### src/rtl/bp_be_issue_pair_di.sv
// Two-slot in-order dual-issue buffer between the decoder and the dispatch stage.
// Holds up to one pair and issues the oldest instructions first, gated by scoreboard hazards.
module bp_be_issue_pair_di #(
    parameter int num_rs_p    = 2,
    parameter int pkt_width_p = 64
) (
    input  logic                     clk_i,
    input  logic                     reset_i,

    input  logic                     pair_v_i,
    output logic                     pair_ready_o,
    input  logic                     slot1_v_i,

    input  logic [pkt_width_p-1:0]   pkt0_i,
    input  logic [num_rs_p*5-1:0]    rs0_i,
    input  logic [num_rs_p-1:0]      rs0_v_i,
    input  logic [4:0]               rd0_i,
    input  logic                     rd0_w_v_i,
    input  logic                     long0_i,
    input  logic                     mem0_i,

    input  logic [pkt_width_p-1:0]   pkt1_i,
    input  logic [num_rs_p*5-1:0]    rs1_i,
    input  logic [num_rs_p-1:0]      rs1_v_i,
    input  logic [4:0]               rd1_i,
    input  logic                     rd1_w_v_i,
    input  logic                     long1_i,
    input  logic                     mem1_i,

    output logic [num_rs_p*5-1:0]    sb_rs_o1,
    output logic [num_rs_p*5-1:0]    sb_rs_o2,
    output logic [4:0]               sb_rd_o1,
    output logic [4:0]               sb_rd_o2,
    input  logic [num_rs_p-1:0]      sb_rs_match_i1,
    input  logic [num_rs_p-1:0]      sb_rs_match_i2,
    input  logic                     sb_rd_match_i1,
    input  logic                     sb_rd_match_i2,

    output logic                     score_v_o,
    output logic [4:0]               score_rd_o,
    output logic                     score_v_o2,
    output logic [4:0]               score_rd_o2,

    input  logic                     dispatch_ready_i,
    output logic                     issue_v_o1,
    output logic                     issue_v_o2,
    output logic [pkt_width_p-1:0]   issue_pkt_o1,
    output logic [pkt_width_p-1:0]   issue_pkt_o2,

    input  logic                     flush_i
);

    localparam int reg_addr_width_gp = 5;
    localparam int rs_width_lp       = num_rs_p * reg_addr_width_gp;

    typedef enum logic [1:0] {
        EMPTY  = 2'd0,
        SINGLE = 2'd1,
        PAIR   = 2'd2
    } state_e;

    typedef struct packed {
        logic [pkt_width_p-1:0]       pkt;
        logic [rs_width_lp-1:0]       rs;
        logic [num_rs_p-1:0]          rs_v;
        logic [reg_addr_width_gp-1:0] rd;
        logic                         rd_w_v;
        logic                         long_lat;
        logic                         mem;
    } slot_s;

    state_e state_r, state_n;
    slot_s  slot0_r, slot1_r, slot0_n, slot1_n;
    slot_s  in_slot0, in_slot1;

    logic s0_v, s1_v;
    logic hazard0, hazard1;
    logic issue0, issue1;
    logic all_issued;
    logic accept;

    assign in_slot0 = {pkt0_i, rs0_i, rs0_v_i, rd0_i, rd0_w_v_i, long0_i, mem0_i};
    assign in_slot1 = {pkt1_i, rs1_i, rs1_v_i, rd1_i, rd1_w_v_i, long1_i, mem1_i};

    assign s0_v = (state_r != EMPTY);
    assign s1_v = (state_r == PAIR);

    // Slot-1 scoreboard results already account for the slot-0 destination.
    assign hazard0 = (|(sb_rs_match_i1 & slot0_r.rs_v)) | (sb_rd_match_i1 & slot0_r.rd_w_v);
    assign hazard1 = (|(sb_rs_match_i2 & slot1_r.rs_v)) | (sb_rd_match_i2 & slot1_r.rd_w_v);

    assign issue0 = !reset_i & s0_v & dispatch_ready_i & !hazard0 & !flush_i;
    assign issue1 = issue0 & s1_v & !hazard1 & !(slot0_r.mem & slot1_r.mem);

    assign all_issued   = ((state_r == SINGLE) & issue0) | ((state_r == PAIR) & issue1);
    assign pair_ready_o = !reset_i & ((state_r == EMPTY) | all_issued | flush_i);
    assign accept       = pair_v_i & pair_ready_o;

    assign issue_v_o1   = issue0;
    assign issue_v_o2   = issue1;
    assign issue_pkt_o1 = slot0_r.pkt;
    assign issue_pkt_o2 = slot1_r.pkt;

    assign sb_rs_o1 = slot0_r.rs;
    assign sb_rs_o2 = slot1_r.rs;
    assign sb_rd_o1 = slot0_r.rd;
    assign sb_rd_o2 = slot1_r.rd;

    assign score_v_o   = issue0 & slot0_r.long_lat & slot0_r.rd_w_v & (slot0_r.rd != '0);
    assign score_v_o2  = issue1 & slot1_r.long_lat & slot1_r.rd_w_v & (slot1_r.rd != '0);
    assign score_rd_o  = slot0_r.rd;
    assign score_rd_o2 = slot1_r.rd;

    // Accept is only possible once every held slot drains or is flushed, so loading never drops work.
    always_comb begin
        state_n = state_r;
        slot0_n = slot0_r;
        slot1_n = slot1_r;
        if (accept) begin
            slot0_n = in_slot0;
            slot1_n = in_slot1;
            state_n = slot1_v_i ? PAIR : SINGLE;
        end else if (flush_i) begin
            state_n = EMPTY;
        end else if ((state_r == PAIR) && issue0 && !issue1) begin
            slot0_n = slot1_r;
            state_n = SINGLE;
        end else if (all_issued) begin
            state_n = EMPTY;
        end
    end

    always_ff @(posedge clk_i) begin
        if (reset_i) begin
            state_r <= EMPTY;
            slot0_r <= '0;
            slot1_r <= '0;
        end else begin
            state_r <= state_n;
            slot0_r <= slot0_n;
            slot1_r <= slot1_n;
        end
    end

endmodule

### config.mk
export PLATFORM = sky130hd
export DESIGN_NAME = bp_be_issue_pair_di
export DESIGN_NICKNAME = d
export VERILOG_FILES = /design/src/rtl/bp_be_issue_pair_di.sv
export SDC_FILE = /design/constraint.sdc
export NUM_CORES = 1
export LEC_CHECK = 0
export ABC_AREA = 1
export CAP_MARGIN = 20
export CORE_MARGIN = 10
export CORE_UTILIZATION = 40
export CTS_BUF_LIST = sky130_fd_sc_hd__clkbuf_8
export DETAILED_ROUTE_END_ITERATION = 6
export MAX_ROUTING_LAYER = met4
export PLACE_DENSITY = 0.77
export SYNTH_ARGS = -nofsm -noshare
export SYNTH_HDL_FRONTEND = slang
export SYNTH_SLANG_ARGS = --single-unit
### constraint.sdc
create_clock -name clk_i -period 2.24 [get_ports clk_i]
set_input_delay 0.224 -clock clk_i [delete_from_list [all_inputs] [get_ports clk_i]]
set_output_delay 0.224 -clock clk_i [all_outputs]
set_load 0.1 [all_outputs]
==> results.md <==
- The wire length after detailed routing is 26.23 mm.
- The total net switching power is 0.003115 W.
- In this run the worst path has a maximum fanout of 4.
- The ratio of cells with drive above 1 in the final layout is 19.53%.
- During I/O placement, the number of pins put on the boundary was 353.
- Once placement finished, the instance area stood at 0.01034 sq mm.
- Setup repair after global routing left no endpoint under its margin.
- TritonCTS built the clock tree.
- The sequential cell area fraction in the yosys report is 42.18%.
- During synthesis, Yosys emitted a total of 0 warnings.
- The clock reaches the later pin of the worst-skew pair after 450 ps.
- Clock skew on the completed layout was measured at 15.92 ps.
- STA puts the critical path data arrival time at 1880 ps.
- The power density over the cells is 737.7 mW/mm^2.
- The tightest min-delay check is of the primary input to flop type.
- In this run the critical register-to-register path is captured at issue_pkt_o1[1].
- The internal power consumption is 0.004795 W.
- The number of CTS-inserted buffers is 17.
- Each instance of the synthesized netlist takes up on average 7.134 sq um.
- After filler insertion, the fill cell instance count of the layout stands at 1864.
- The final core area utilization is 54.55%.
- In this run the worst setup path begins at slot1_r[2].
- The netlist area before placement is 0.008069 sq mm.
- The total number of vias is 7317.
- The via count of the first global-routing pass is 7274.
- Counting cells, the worst reg-to-reg path comes to 13.
- The synthesized flop and latch total is 170.
- The fraction of power spent switching nets is 39.38%.
- By area, the combinational part of the netlist is dominated by simple AND/OR/NAND/NOR gates.
- The first-pass GRT wire length is 40.34 mm.
- The number of failing hold endpoints at the final stage came to 0.
- Timing analysis after detailed placement gives a worst setup slack of -24.82 ps.
- The root cell of the clock tree is clkbuf_8.
- The clock network fraction of design power is 26.2%.
- The routed length per instance is 16.64 um.
- The final number of setup-violating endpoints is 0.
- The height of the chip is 162.0 um.
- The synthesized netlist devotes 10.58% of its cell area to compound gates.
- The total of buffers placed on input and output ports is 352.
- The number of hold buffers added after cts is 0.
- Following the worst setup path forward leads to its endpoint at score_v_o2.
- After routing the design area is 0.01072 sq mm.
- The count of maximum capacitance violations is 0.
- The number of pins exceeding their max-slew limit in the final report is 0.
- In this run the critical register-to-register path is launched from slot1_r[2].
- For the pin with the worst max-slew slack, the measured transition is 1023 ps.
- The mux cell area share after synthesis is 0%.
- The category of the worst setup path launch point is a flop.
- The total area inside the core boundary comes to 0.01965 sq mm.
- The leakage dissipation is 4.968 nW.
- The part of the total power dissipated in combinational logic is 32.1%.
- In the finished design, the share of the clock period the worst path needs comes to 94.07%.
- The run finished with clean final reports.
- The critical path is of the flop to primary output type.
- In the post-route analysis, the smallest setup slack over all paths is 132.9 ps.
- After legalization and detailed placement, the total HPWL measured 19.66 mm.
- Hold is met by 134.9 ps.
- In this run the remaining antenna-violating nets after routing total 0.
- The DRC violation total after the first TritonRoute iteration is 434.
- The H-tree generated during clock tree synthesis spans 4 levels.
- Data on the critical path is required at its endpoint by 2020 ps.
- After Yosys synthesis, full adders, half adders and majority gates account for 0% of the synthesized area.
- The number of distinct library cell variants in the gate-level netlist after synthesis is 23.
- Sequential cells burn 41.7% of the power.
- The highest clock frequency the design can meet is 474.6 MHz.
- After detailed routing, the number of remaining DRC violations is 0.
- The die is 162.0 um wide.
- Counting along the longest clock path gives a buffer depth of 2.
- The repair_antennas step left the layout with diodes totalling 0.
- After Yosys synthesis, and, or, nand and nor cells account for 26.07% of the synthesized area.
- The initial cell density of the core is 41.06%.
- At the end of routability-driven placement, the weighted congestion stood at 0.8631.
- The clock net in this run drives a total of 170 sinks.
- STA classifies the critical path endpoint as a primary output.
- The global routing usage summed across all routing layers is 19.76%.
- The smallest clock period supported by the final layout is computed as 2107 ps.
- The clock slew at the register clock pins of the worst setup and hold paths is 90 ps.
- The overall power consumption is 0.007909 W.
- After detailed routing, the number of vias per cell comes to 4.643.
- The share of the synthesized netlist area taken by xor and xnor gates is 0%.
- In this run the tightest slew margin relative to its limit is 31.82%.
- The initial antenna violation count was 0.
- The growth of design area from synthesis to finish is 32.87%.
- The net count after synthesis is 1311.
- The die footprint is 0.02625 sq mm.
- At the end of the flow, the number of nets in the layout was 1478.
- After global routing the overflow that remains totals 0.
- The worst vdd rail ir drop is 0.3277 mV.
- Across all register-to-register paths, the minimum setup slack is 310 ps.
- In the synthesized netlist, the number of instances is 1131.
- The maximum number of pins on one net before global-route repair is 87.
- The first detailed-routing pass took 5 iterations.
- The number of standard-cell rows in the floorplan is 51.
## repair_timing
item                                   CTS  global route
endpoints found under the hold margin    0             0
buffers inserted                         0             1
gates resized for setup                  0             4
setup endpoints to repair                0             2
## metrics by stage
stage | setup TNS, ps | std cells
floorplan | -8472 | 1131
finish | 0 | 1576
CTS | 0 | 1575
global route | 0 | 1576
detailed placement | -72.52 | 1543
global placement | 0 | 1543
## cell usage after synthesis
master | n | area share, %
o21ai_1 | 3 | 0.19
dfxtp_1 | 170 | 42
nor3_1 | 2 | 0.12
clkbuf_2 | 1 | 0.062
nor3_2 | 1 | 0.12
nand3_1 | 19 | 1.2
nor2_1 | 163 | 7.6
buf_4 | 185 | 17
nand4_1 | 4 | 0.31
inv_2 | 7 | 0.33
inv_4 | 1 | 0.078
o21ai_0 | 78 | 4.8
clkbuf_1 | 26 | 1.2
buf_6 | 7 | 0.98
nand2_2 | 2 | 0.16
nand3_2 | 3 | 0.37
a21oi_1 | 88 | 5.5
and2_1 | 1 | 0.078
a211oi_1 | 1 | 0.093
nor2_4 | 1 | 0.14
inv_1 | 11 | 0.51
nand2_1 | 344 | 16
buf_2 | 13 | 0.81
## worst min-delay path by stage
stage	startpoint	endpoint	slack [ps]	cells past startpoint
detailed placement	sb_rs_o2[1]	sb_rs_o2[1]	480	2
finish	reset_i	state_r[1]	130	4
global route	reset_i	state_r[1]	120	4
global placement	issue_pkt_o2[28]	issue_pkt_o2[28]	470	2
floorplan	mem1_i	slot1_r[0]	370	2
CTS	reset_i	state_r[1]	110	4
## sequential cells by signal, summed over array words and instances, names as in the netlist
name	count
issue_pkt_o1	64
issue_pkt_o2	64
sb_rd_o1	5
sb_rd_o2	5
sb_rs_o1	10
sb_rs_o2	10
slot0_r	5
slot1_r	5
state_r	2
## placed cells by master, fill, tap and decap left out, types with 2 or more instances in the layout
| cell type | netlist | routed |
|---|---|---|
| nand2_1 | 344 | 342 |
| buf_4 | 185 | 184 |
| clkdlybuf4s50_1 | 0 | 178 |
| dfxtp_1 | 170 | 167 |
| nor2_1 | 163 | 163 |
| a21oi_1 | 88 | 86 |
| o21ai_0 | 78 | 78 |
| nand3_1 | 19 | 17 |
| clkbuf_8 | 0 | 17 |
| buf_12 | 0 | 17 |
| inv_1 | 11 | 14 |
| inv_2 | 7 | 7 |
| inv_6 | 0 | 4 |
| nand4_1 | 4 | 4 |
| clkinvlp_4 | 0 | 4 |
| nand3_2 | 3 | 3 |
| o21ai_1 | 3 | 3 |
| dfxtp_2 | 0 | 3 |
| nand2_2 | 2 | 2 |
| nand2_4 | 0 | 2 |
| nand3_4 | 0 | 2 |
| nor3_1 | 2 | 2 |
| clkinv_2 | 0 | 2 |
## layer usage
metal	share of wire, %	vias to the layer above	GRT usage [%]
met4	1.8	0	5.335
met1	42	3337	22.64
met5	0	-	-
met2	50	227	33.75
li1	-	3724	-
met3	5.7	29	4.904
## final cells by class
class                           instances  area [sq um]  area share [%]
Clock buffer                           17         234.0           2.182
Inverter                               19         76.32          0.7119
Clock inverter                         15         127.6           1.190
Multi-Input combinational cell        710          3030           28.26
Timing Repair Buffer                  380          3515           32.78
Tap cell                              265         331.6           3.093
Sequential cell                       170          3407           31.78
## worst max-delay path: stages, from the launching register on
cell and delay, ps:
dfxtp_1 360, nand2_1 90, nand2_1 90, nor2_1 150
nand4_1 160, buf_4 190, a211oi_4 200, buf_12 210
## cell families after synthesis
logic type / count (synthesis)
simple gates: 540
compound gates: 170
buf+inv: 251
flops: 170
## power by group through the flow
stage / Sequential [W] / Combinational, W / Clock (W)
final: 0.00330 / 0.00254 / 0.00207
after global placement: 0.00336 / 0.00254 / 0
after floorplan: 0.00333 / 0.00204 / 0
after CTS: 0.00330 / 0.00256 / 0.00213
after global routing: 0.00332 / 0.00267 / 0.00226
after detailed placement: 0.00337 / 0.00255 / 0
(Power assumes the default switching activity.)
